## src/rtl/first_counter_mon_pkg.sv

```systemverilog
// ---------------------------------------------------------------------------
// first_counter_mon_pkg : shared types and error codes for the counter monitor
// Revision 1.0
// ---------------------------------------------------------------------------
`default_nettype none

package first_counter_mon_pkg;

  typedef enum logic [1:0] {
    SYNC  = 2'd0,
    TRACK = 2'd1,
    ERROR = 2'd2
  } state_e;

  localparam logic [1:0] ERR_NONE           = 2'b00;
  localparam logic [1:0] ERR_COUNT_MISMATCH = 2'b01;
  localparam logic [1:0] ERR_OVF_DROP       = 2'b10;
  localparam logic [1:0] ERR_OVF_EARLY      = 2'b11;

endpackage

`default_nettype wire

```

## src/rtl/first_counter_mon_check.sv

```systemverilog
// ---------------------------------------------------------------------------
// first_counter_mon_check : expected-count, prioritised error code, wrap detect
// Revision 1.0
// ---------------------------------------------------------------------------
`default_nettype none

module first_counter_mon_check
  import first_counter_mon_pkg::*;
#(
  parameter int WIDTH = 4
) (
  input  logic [WIDTH-1:0] prev_cnt,
  input  logic             prev_en,
  input  logic             ovf_exp,
  input  logic [WIDTH-1:0] counter_in,
  input  logic             overflow_in,
  output logic             err_hit,
  output logic [1:0]       err_code,
  output logic             wrap_hit
);

  localparam logic [WIDTH-1:0] C_CNT_MAX = '1;

  logic [WIDTH-1:0] w_expected;

  assign w_expected = prev_en ? prev_cnt + WIDTH'(1) : prev_cnt;

  // Count mismatch outranks either overflow disagreement.
  always_comb begin
    err_code = ERR_NONE;
    if (counter_in != w_expected)
      err_code = ERR_COUNT_MISMATCH;
    else if (ovf_exp && !overflow_in)
      err_code = ERR_OVF_DROP;
    else if (!ovf_exp && overflow_in)
      err_code = ERR_OVF_EARLY;
  end

  assign err_hit  = (err_code != ERR_NONE);
  assign wrap_hit = prev_en && (prev_cnt == C_CNT_MAX) &&
                    (counter_in == '0) && !err_hit;

endmodule

`default_nettype wire

```

## src/rtl/first_counter_monitor.sv

```systemverilog
// ---------------------------------------------------------------------------
// first_counter_monitor : passive protocol checker for a 4-bit sticky-overflow up-counter
// Revision 1.0
// ---------------------------------------------------------------------------
`default_nettype none

module first_counter_monitor
  import first_counter_mon_pkg::*;
#(
  parameter int WIDTH  = 4,
  parameter int WRAP_W = 8
) (
  input  logic              clk,
  input  logic              reset,
  input  logic              enable,
  input  logic [WIDTH-1:0]  counter_in,
  input  logic              overflow_in,
  input  logic              clear,
  output logic              locked,
  output logic [WRAP_W-1:0] wrap_count,
  output logic              wrap_pulse,
  output logic              err,
  output logic [1:0]        err_code,
  output logic              err_pulse
);

  localparam logic [WIDTH-1:0]  C_CNT_MAX  = '1;
  localparam logic [WRAP_W-1:0] C_WRAP_MAX = '1;

  state_e            r_state;
  logic [WIDTH-1:0]  r_prev_cnt;
  logic              r_prev_en;
  logic              r_ovf_exp;
  logic              r_locked;
  logic [WRAP_W-1:0] r_wrap_count;
  logic              r_wrap_pulse;
  logic              r_err;
  logic [1:0]        r_err_code;
  logic              r_err_pulse;

  logic              w_err_hit;
  logic [1:0]        w_err_code;
  logic              w_wrap_hit;
  logic              w_cnt_at_max;

  assign w_cnt_at_max = (counter_in == C_CNT_MAX);

  first_counter_mon_check #(
    .WIDTH (WIDTH)
  ) u_check (
    .prev_cnt    (r_prev_cnt),
    .prev_en     (r_prev_en),
    .ovf_exp     (r_ovf_exp),
    .counter_in  (counter_in),
    .overflow_in (overflow_in),
    .err_hit     (w_err_hit),
    .err_code    (w_err_code),
    .wrap_hit    (w_wrap_hit)
  );

  always_ff @(posedge clk) begin
    if (reset) begin
      r_state      <= SYNC;
      r_prev_cnt   <= '0;
      r_prev_en    <= 1'b0;
      r_ovf_exp    <= 1'b0;
      r_locked     <= 1'b0;
      r_wrap_count <= '0;
      r_wrap_pulse <= 1'b0;
      r_err        <= 1'b0;
      r_err_code   <= ERR_NONE;
      r_err_pulse  <= 1'b0;
    end else if (clear) begin
      // prev_cnt/prev_en are recaptured in SYNC, so they are left alone here.
      r_state      <= SYNC;
      r_ovf_exp    <= 1'b0;
      r_locked     <= 1'b0;
      r_wrap_count <= '0;
      r_wrap_pulse <= 1'b0;
      r_err        <= 1'b0;
      r_err_code   <= ERR_NONE;
      r_err_pulse  <= 1'b0;
    end else begin
      r_wrap_pulse <= 1'b0;
      r_err_pulse  <= 1'b0;
      case (r_state)
        SYNC: begin
          r_prev_cnt <= counter_in;
          r_prev_en  <= enable;
          if (w_cnt_at_max)
            r_ovf_exp <= 1'b1;
          r_state  <= TRACK;
          r_locked <= 1'b1;
        end
        TRACK: begin
          if (w_err_hit) begin
            r_state     <= ERROR;
            r_locked    <= 1'b0;
            r_err       <= 1'b1;
            r_err_code  <= w_err_code;
            r_err_pulse <= 1'b1;
          end else begin
            r_prev_cnt <= counter_in;
            r_prev_en  <= enable;
            if (w_cnt_at_max)
              r_ovf_exp <= 1'b1;
            if (w_wrap_hit) begin
              r_wrap_pulse <= 1'b1;
              if (r_wrap_count != C_WRAP_MAX)
                r_wrap_count <= r_wrap_count + WRAP_W'(1);
            end
          end
        end
        ERROR: begin
          r_state <= ERROR;
        end
        default: begin
          r_state  <= SYNC;
          r_locked <= 1'b0;
        end
      endcase
    end
  end

  assign locked     = r_locked;
  assign wrap_count = r_wrap_count;
  assign wrap_pulse = r_wrap_pulse;
  assign err        = r_err;
  assign err_code   = r_err_code;
  assign err_pulse  = r_err_pulse;

endmodule

`default_nettype wire

```

## config.mk

```make
export PLATFORM = sky130hd
export DESIGN_NAME = first_counter_monitor
export DESIGN_NICKNAME = d
export VERILOG_FILES = /design/src/rtl/first_counter_mon_pkg.sv /design/src/rtl/first_counter_mon_check.sv /design/src/rtl/first_counter_monitor.sv
export SDC_FILE = /design/constraint.sdc
export NUM_CORES = 1
export LEC_CHECK = 0
export BUFFER_PORTS_ARGS = -buffer_cell sky130_fd_sc_hd__buf_2
export CAP_MARGIN = 20
export CELL_PAD_IN_SITES_DETAIL_PLACEMENT = 1
export CELL_PAD_IN_SITES_GLOBAL_PLACEMENT = 1
export CORE_UTILIZATION = 35
export DETAILED_ROUTE_END_ITERATION = 7
export PLACE_DENSITY = 0.64
export SYNTH_ARGS = -nofsm -noshare
export SYNTH_HDL_FRONTEND = slang
export SYNTH_SLANG_ARGS = --single-unit
export TNS_END_PERCENT = 1
```

## constraint.sdc

```tcl
create_clock -name clk -period 2.45 [get_ports clk]
set_clock_uncertainty 0.05 [all_clocks]
set_input_delay 0.3675 -clock clk [delete_from_list [all_inputs] [get_ports clk]]
set_output_delay 0.3675 -clock clk [all_outputs]
set_load 0.03 [all_outputs]
```

# [Word-level counts from Yosys, hierarchy flattened]
# Cells that the tools add are included.
[totals] out_inout_bits=14 in_bits=9 reg_bits=22 elab_cells=61
[op_classes] n_reduce_logical=20 n_eq_ne=8 addsub=2 n_mux=17 bitwise=4
[ops] op="8-bit by 1-bit adder with 8-bit output, second input constant" n=1
[ops] op="4-bit == test, second input constant" n=2
[ops] op="2-bit 2-to-1 mux" n=4
[ops] op="4-bit 2-to-1 mux" n=2
[ops] op="8-bit inequality test, second input constant" n=1
[ops] op="4-bit case mux with 2 select lines" n=1
[ops] op="1-bit 2-to-1 mux" n=6
[ops] op="2-bit case mux with 3 select lines" n=1
[ops] op="2-bit AND reduction" n=3
[ops] op="1-bit logical AND" n=5
[ops] op="4-bit by 1-bit adder with 4-bit output, second input constant" n=1
[ops] op="4-bit zero test" n=1
[ops] op="4-bit inequality test" n=1
[ops] op="1-bit inverter" n=4
[ops] op="1-bit case mux with 2 select lines" n=2
[ops] op="4-bit AND reduction" n=1
[ops] op="2-bit nonzero test" n=2
[ops] op="4-bit OR reduction" n=1
[ops] op="1-bit zero test" n=3
[ops] op="1-bit case mux with 3 select lines" n=1
[ops] op="3-bit AND reduction" n=1
[ops] op="3-bit OR reduction" n=1
[ops] op="2-bit by 1-bit == test with 1-bit output, second input constant" n=1
[ops] op="2-bit == test, second input constant" n=1
[ops] op="4 further kinds" n=4

# [Logic depth before layout (Yosys ltp)]
[depth] ltp_word=9 mapped_depth=9 ltp_nobuf=7

# [Modules after synthesis]
# From an unflattened synthesis, not the netlist that was laid out.
[unflattened] hier_cells=122 area_unflattened_um2=1129.8
[modules_own_cells] module="first_counter_monitor" cells_per_inst=100 instances=1 seq_area_each_um2=440.4 area_each_um2=932.1
[modules_own_cells] module="first_counter_mon_check" cells_per_inst=22 instances=1 seq_area_each_um2=0.0 area_each_um2=197.7

# [Least setup slack after synthesis]
# OpenSTA, ideal clock, no wires.
[synth_timing] path_kind="input port to flip-flop" from="in overflow_in" to="reg r_wrap_count[3] (netlist: wrap_count[3])" stages=8 required_time_ps=2269 arrival_time_ps=1990 n_path_buf=2 setup_time_ps=131 path_slack_ps=279 path_cell_list="ha_1 nand2b_1 or2_2 clkbuf_1 a311o_1 buf_6 o311ai_2 o41ai_2"
[synth_via] elab_chain_len=8 word_cells_on_any_way=11 cone_classes="3 x mux; 1 x bitwise; 7 x reduce/logical"
[synth_rtl] item="start: declaration" line="first_counter_monitor.sv:17" source="input logic overflow_in,"
[synth_rtl] item="1-bit logical AND / 1-bit zero test (equally long branches)" line="first_counter_mon_check.sv:35, first_counter_mon_check.sv:33"
[synth_rtl] item="2-bit 2-to-1 mux / 1-bit logical AND (equally long branches)" line="first_counter_mon_check.sv:35, first_counter_mon_check.sv:33"
[synth_rtl] item="2-bit 2-to-1 mux *" line="first_counter_mon_check.sv:33" source="else if (ovf_exp && !overflow_in)"
[synth_rtl] item="2-bit 2-to-1 mux *" line="first_counter_mon_check.sv:31" source="if (counter_in != w_expected)"
[synth_rtl] item="2-bit nonzero test *" line="first_counter_mon_check.sv:39" source="assign err_hit = (err_code != ERR_NONE);"
[synth_rtl] item="1-bit zero test" line="first_counter_mon_check.sv:41" source="(counter_in == '0) && !err_hit;"
[synth_rtl] item="1-bit logical AND" line="first_counter_mon_check.sv:41"
[synth_rtl] item="4-bit AND reduction (no line) *"
[synth_rtl] item="end signal: assignment" line="first_counter_monitor.sv:110" source="r_wrap_count <= r_wrap_count + WRAP_W'(1);"
[synth_rtl] item="end: declaration" line="first_counter_monitor.sv:35" source="logic [WRAP_W-1:0] r_wrap_count;"
# Every way passes the cells marked *; elsewhere a longest branch is shown, timed or not.
# A chain may end at the register's enable or synchronous reset.

# [Worst setup path in the final report]
[layout_timing] from="reg r_prev_cnt[0]" to="reg r_wrap_count[7] (netlist: wrap_count[7])"
[layout_via] elab_chain_len=8 word_cells_on_any_way=12 cone_classes="1 x add/sub; 2 x eq/ne; 2 x mux; 1 x bitwise; 6 x reduce/logical"
[layout_rtl] item="start: declaration" line="first_counter_monitor.sv:31" source="logic [WIDTH-1:0] r_prev_cnt;"
[layout_rtl] item="start signal: assignment" line="first_counter_monitor.sv:88" source="r_prev_cnt <= counter_in;"
[layout_rtl] item="start signal: assignment" line="first_counter_monitor.sv:103" source="r_prev_cnt <= counter_in;"
[layout_rtl] item="4-bit by 1-bit adder with 4-bit output" line="first_counter_mon_check.sv:26" source="assign w_expected = prev_en ? prev_cnt + WIDTH'(1) : prev_cnt;"
[layout_rtl] item="4-bit 2-to-1 mux" line="first_counter_mon_check.sv:26"
[layout_rtl] item="4-bit inequality test" line="first_counter_mon_check.sv:31"
[layout_rtl] item="2-bit 2-to-1 mux" line="first_counter_mon_check.sv:31"
[layout_rtl] item="2-bit nonzero test" line="first_counter_mon_check.sv:39"
[layout_rtl] item="1-bit zero test" line="first_counter_mon_check.sv:41"
[layout_rtl] item="1-bit logical AND" line="first_counter_mon_check.sv:41"
[layout_rtl] item="4-bit AND reduction (no line) *"
# Marked as above.

==> out/metrics.yaml <==
finalWirelength_mm: 2.970
slowest_stage: "or4_4"
cts_hold_buf: 0
drt_first_pass_iters: 3
n_antenna_cell: 0
max_slew.worst_pin.slew_ps: 641.7
min_to: "r_prev_en"
h-tree-depth: 1
run_status: "complete, no violations"
synth_flop_cell: "dfxtp_1"
drive_gt1_frac: 0.2393
initial_core_util: 0.3732
ys_top_cells_by_area: "dfxtp_1 (35%), ha_1 (5.9%), mux2i_1 (5.5%)"
final_max_slew_viol_count: 0
rsz0062_at_grt: "no"
yosys_warnings: 0
synth_top_area_cell: "dfxtp_1"
cp_slowest_stage_delay_ps: 520
area_delta_synth_final_pct: 16.02
timing.final.crit_share: 0.9277
grt.overflow.total: 0
ios: 23
r2r-start: "r_prev_cnt[0]"
synthCells: 141
clkTransAtPathRegs_ps: 140
fmax_mhz: 440.0
vdd_drop_max_mv: 0.1860
vias: 1117
tns_ps: 0
synth_edf_count: 0
cts.sinks: 22
finalHoldViolCount: 0
cts_buffers: 3
core-area_sq_mm: 0.003390
ant_nets: 0
clk_latency_ps: 320
port_buffers: 22
grt_max_degree: 18
r2r_end: "wrap_count[7]"
die-area_sq_mm: 0.003859
ys_ff_latch: 22
drc: 0
crit_path_max_fanout: 13
max-clock-path-buffers: 2
routabilityCongestion: 0.7801
grt_pass1_wl_mm: 5.271
dp_slack_ps: 78.69
syn-cell-area_sq_mm: 0.001265
synth-seq-area-share: 0.3482
antenna_found_initial: 0
cts_root_buf: "clkbuf_4"
nNetsFinal: 179
maxSlewHeadroom: 0.5706
reg2reg_setup_slack_ps: 180
power.leakage_nw: 0.5845
die_y_microns: 62.12
synth.distinct_cells: 38
grtUsageTotal: 0.1661
powerDensity_mw_per_mm2: 526.5
async_flop_share: 0
crit_type: "reg2reg"
finalSetupViolCount: 0
cp-end-kind: "flip-flop"
syn_area_per_cell_sq_um: 8.971
dieWidth_microns: 62.12
arrival_ps: 2490
worst_slack_ps: 177.1
start_kind: "flip-flop"
rr_worst_depth: 6
hold_depth: 3
num_rows: 21
wl_per_cell_microns: 14.21
fin_crit_ps: 2273
drt_iter0_drc: 43
syn_nets: 156
worstHoldStart: "enable"
yosys.area.top_type_share: 0.3482
most-common-layout-cells: "dfxtp_1 (22), buf_2 (22), a21oi_1 (9), nand2b_1 (9), o21ai_0 (8)"
grt_pass1_vias: 1165
maxCapViolCount: 0
vias_per_cell: 5.344
hpwl_mm: 2.271
crit_chain: "ha_1 > nand2_2 > or4_4 > a311o_2 > nor4_1 > mux2i_1"
required_ps: 2660
hp-class: "in2reg"
cts_tree: "built"
==> through the flow <==
step	cells	power [W]	util	hold slack (ps)	area, sq um
2_1_floorplan	141	0.0004617	-	375.1	1265
3_3_place_gp	205	0.0004909	0.4171	383.0	1414
3_5_place_dp	205	0.0004946	0.4171	391.8	1414
4_1_cts	209	0.0007859	0.4326	229.6	1466
5_1_grt	209	0.0008196	0.4330	259.3	1468
6_report	209	0.0007727	0.4330	239.1	1468
==> sequential cells by signal (all words and copies together) (netlist names) <==
signal	flops
wrap_count	8
r_prev_cnt	4
err_code	2
r_state	2
err	1
err_pulse	1
locked	1
r_ovf_exp	1
r_prev_en	1
wrap_pulse	1
==> report_power, final <==
part | switching (W) | internal [W]
logic | 0.0000643 | 0.0000437
registers | 0.00000965 | 0.000369
clock network | 0.000121 | 0.000165
total | 0.000195 | 0.000578
==> worst max-delay path by stage <==
| stage | from | endpoint | slack [ps] | depth (start not counted) |
|---|---|---|---|---|
| global placement | overflow_in | wrap_count[7] | 140 | 7 |
| global route | r_prev_cnt[0] | wrap_count[7] | 50 | 6 |
| floorplan | overflow_in | wrap_count[3] | 280 | 8 |
| finish | r_prev_cnt[0] | wrap_count[7] | 180 | 6 |
| CTS | r_prev_cnt[0] | wrap_count[7] | 110 | 6 |
| detailed placement | overflow_in | wrap_count[7] | 80 | 7 |
==> metal layers <==
layer  GRT usage  share of wire  vias to the layer above
met1      0.2185           0.49                      540
met4     0.04360         0.0061                        0
met3     0.01654          0.019                        2
met5           0              0                        -
li1            -              -                      559
met2      0.2885           0.49                       16
==> cell usage after synthesis, drive strengths merged (3+ instances only) <==
master / count
clkbuf: 4
ha: 6
nand2b: 9
mux2i: 7
inv: 8
nand3: 6
nand2: 7
xnor2: 5
and3: 3
a21oi: 9
o41ai: 4
nor2: 5
nor2b: 3
o21ai: 8
or3: 7
o311ai: 4
nor3: 3
dfxtp: 22
==> area by class of cell <==
type	count	area [sq um]
clock buffer	3	22.52
inverter	8	30.03
timing repair buffer	24	125.1
fill	409	1922
tap	46	57.56
sequential	22	440.4
multi-input combinational	105	762.0
clock inverter	1	30.03
==> worst max-delay path, delay by kind of cell (launching register included) <==
family                     cells  cell delay, ps
AOI/OAI and AO/OA              1             450
adders and majority gates      1             190
DFF                            1             420
muxes                          1             210
and+or+nand+nor                3             910
==> kinds of logic after synthesis <==
logic type	after synthesis	share of synthesized area
multiplexers	7	0.05539
XOR/XNOR	7	0.04847
flip-flops	22	0.3482
AND/OR/NAND/NOR	53	0.2413
AO/OA/AOI/OAI	32	0.1968
buffers and inverters	14	0.05044
adder cells (fa/ha/maj)	6	0.05935
==> timing repair <==
action / in CTS / in global routing
setup endpoints to repair: 0 / 1
gates resized for setup: 0 / 1
buffers inserted: 0 / 0
Power figures use the tool's default switching activity.
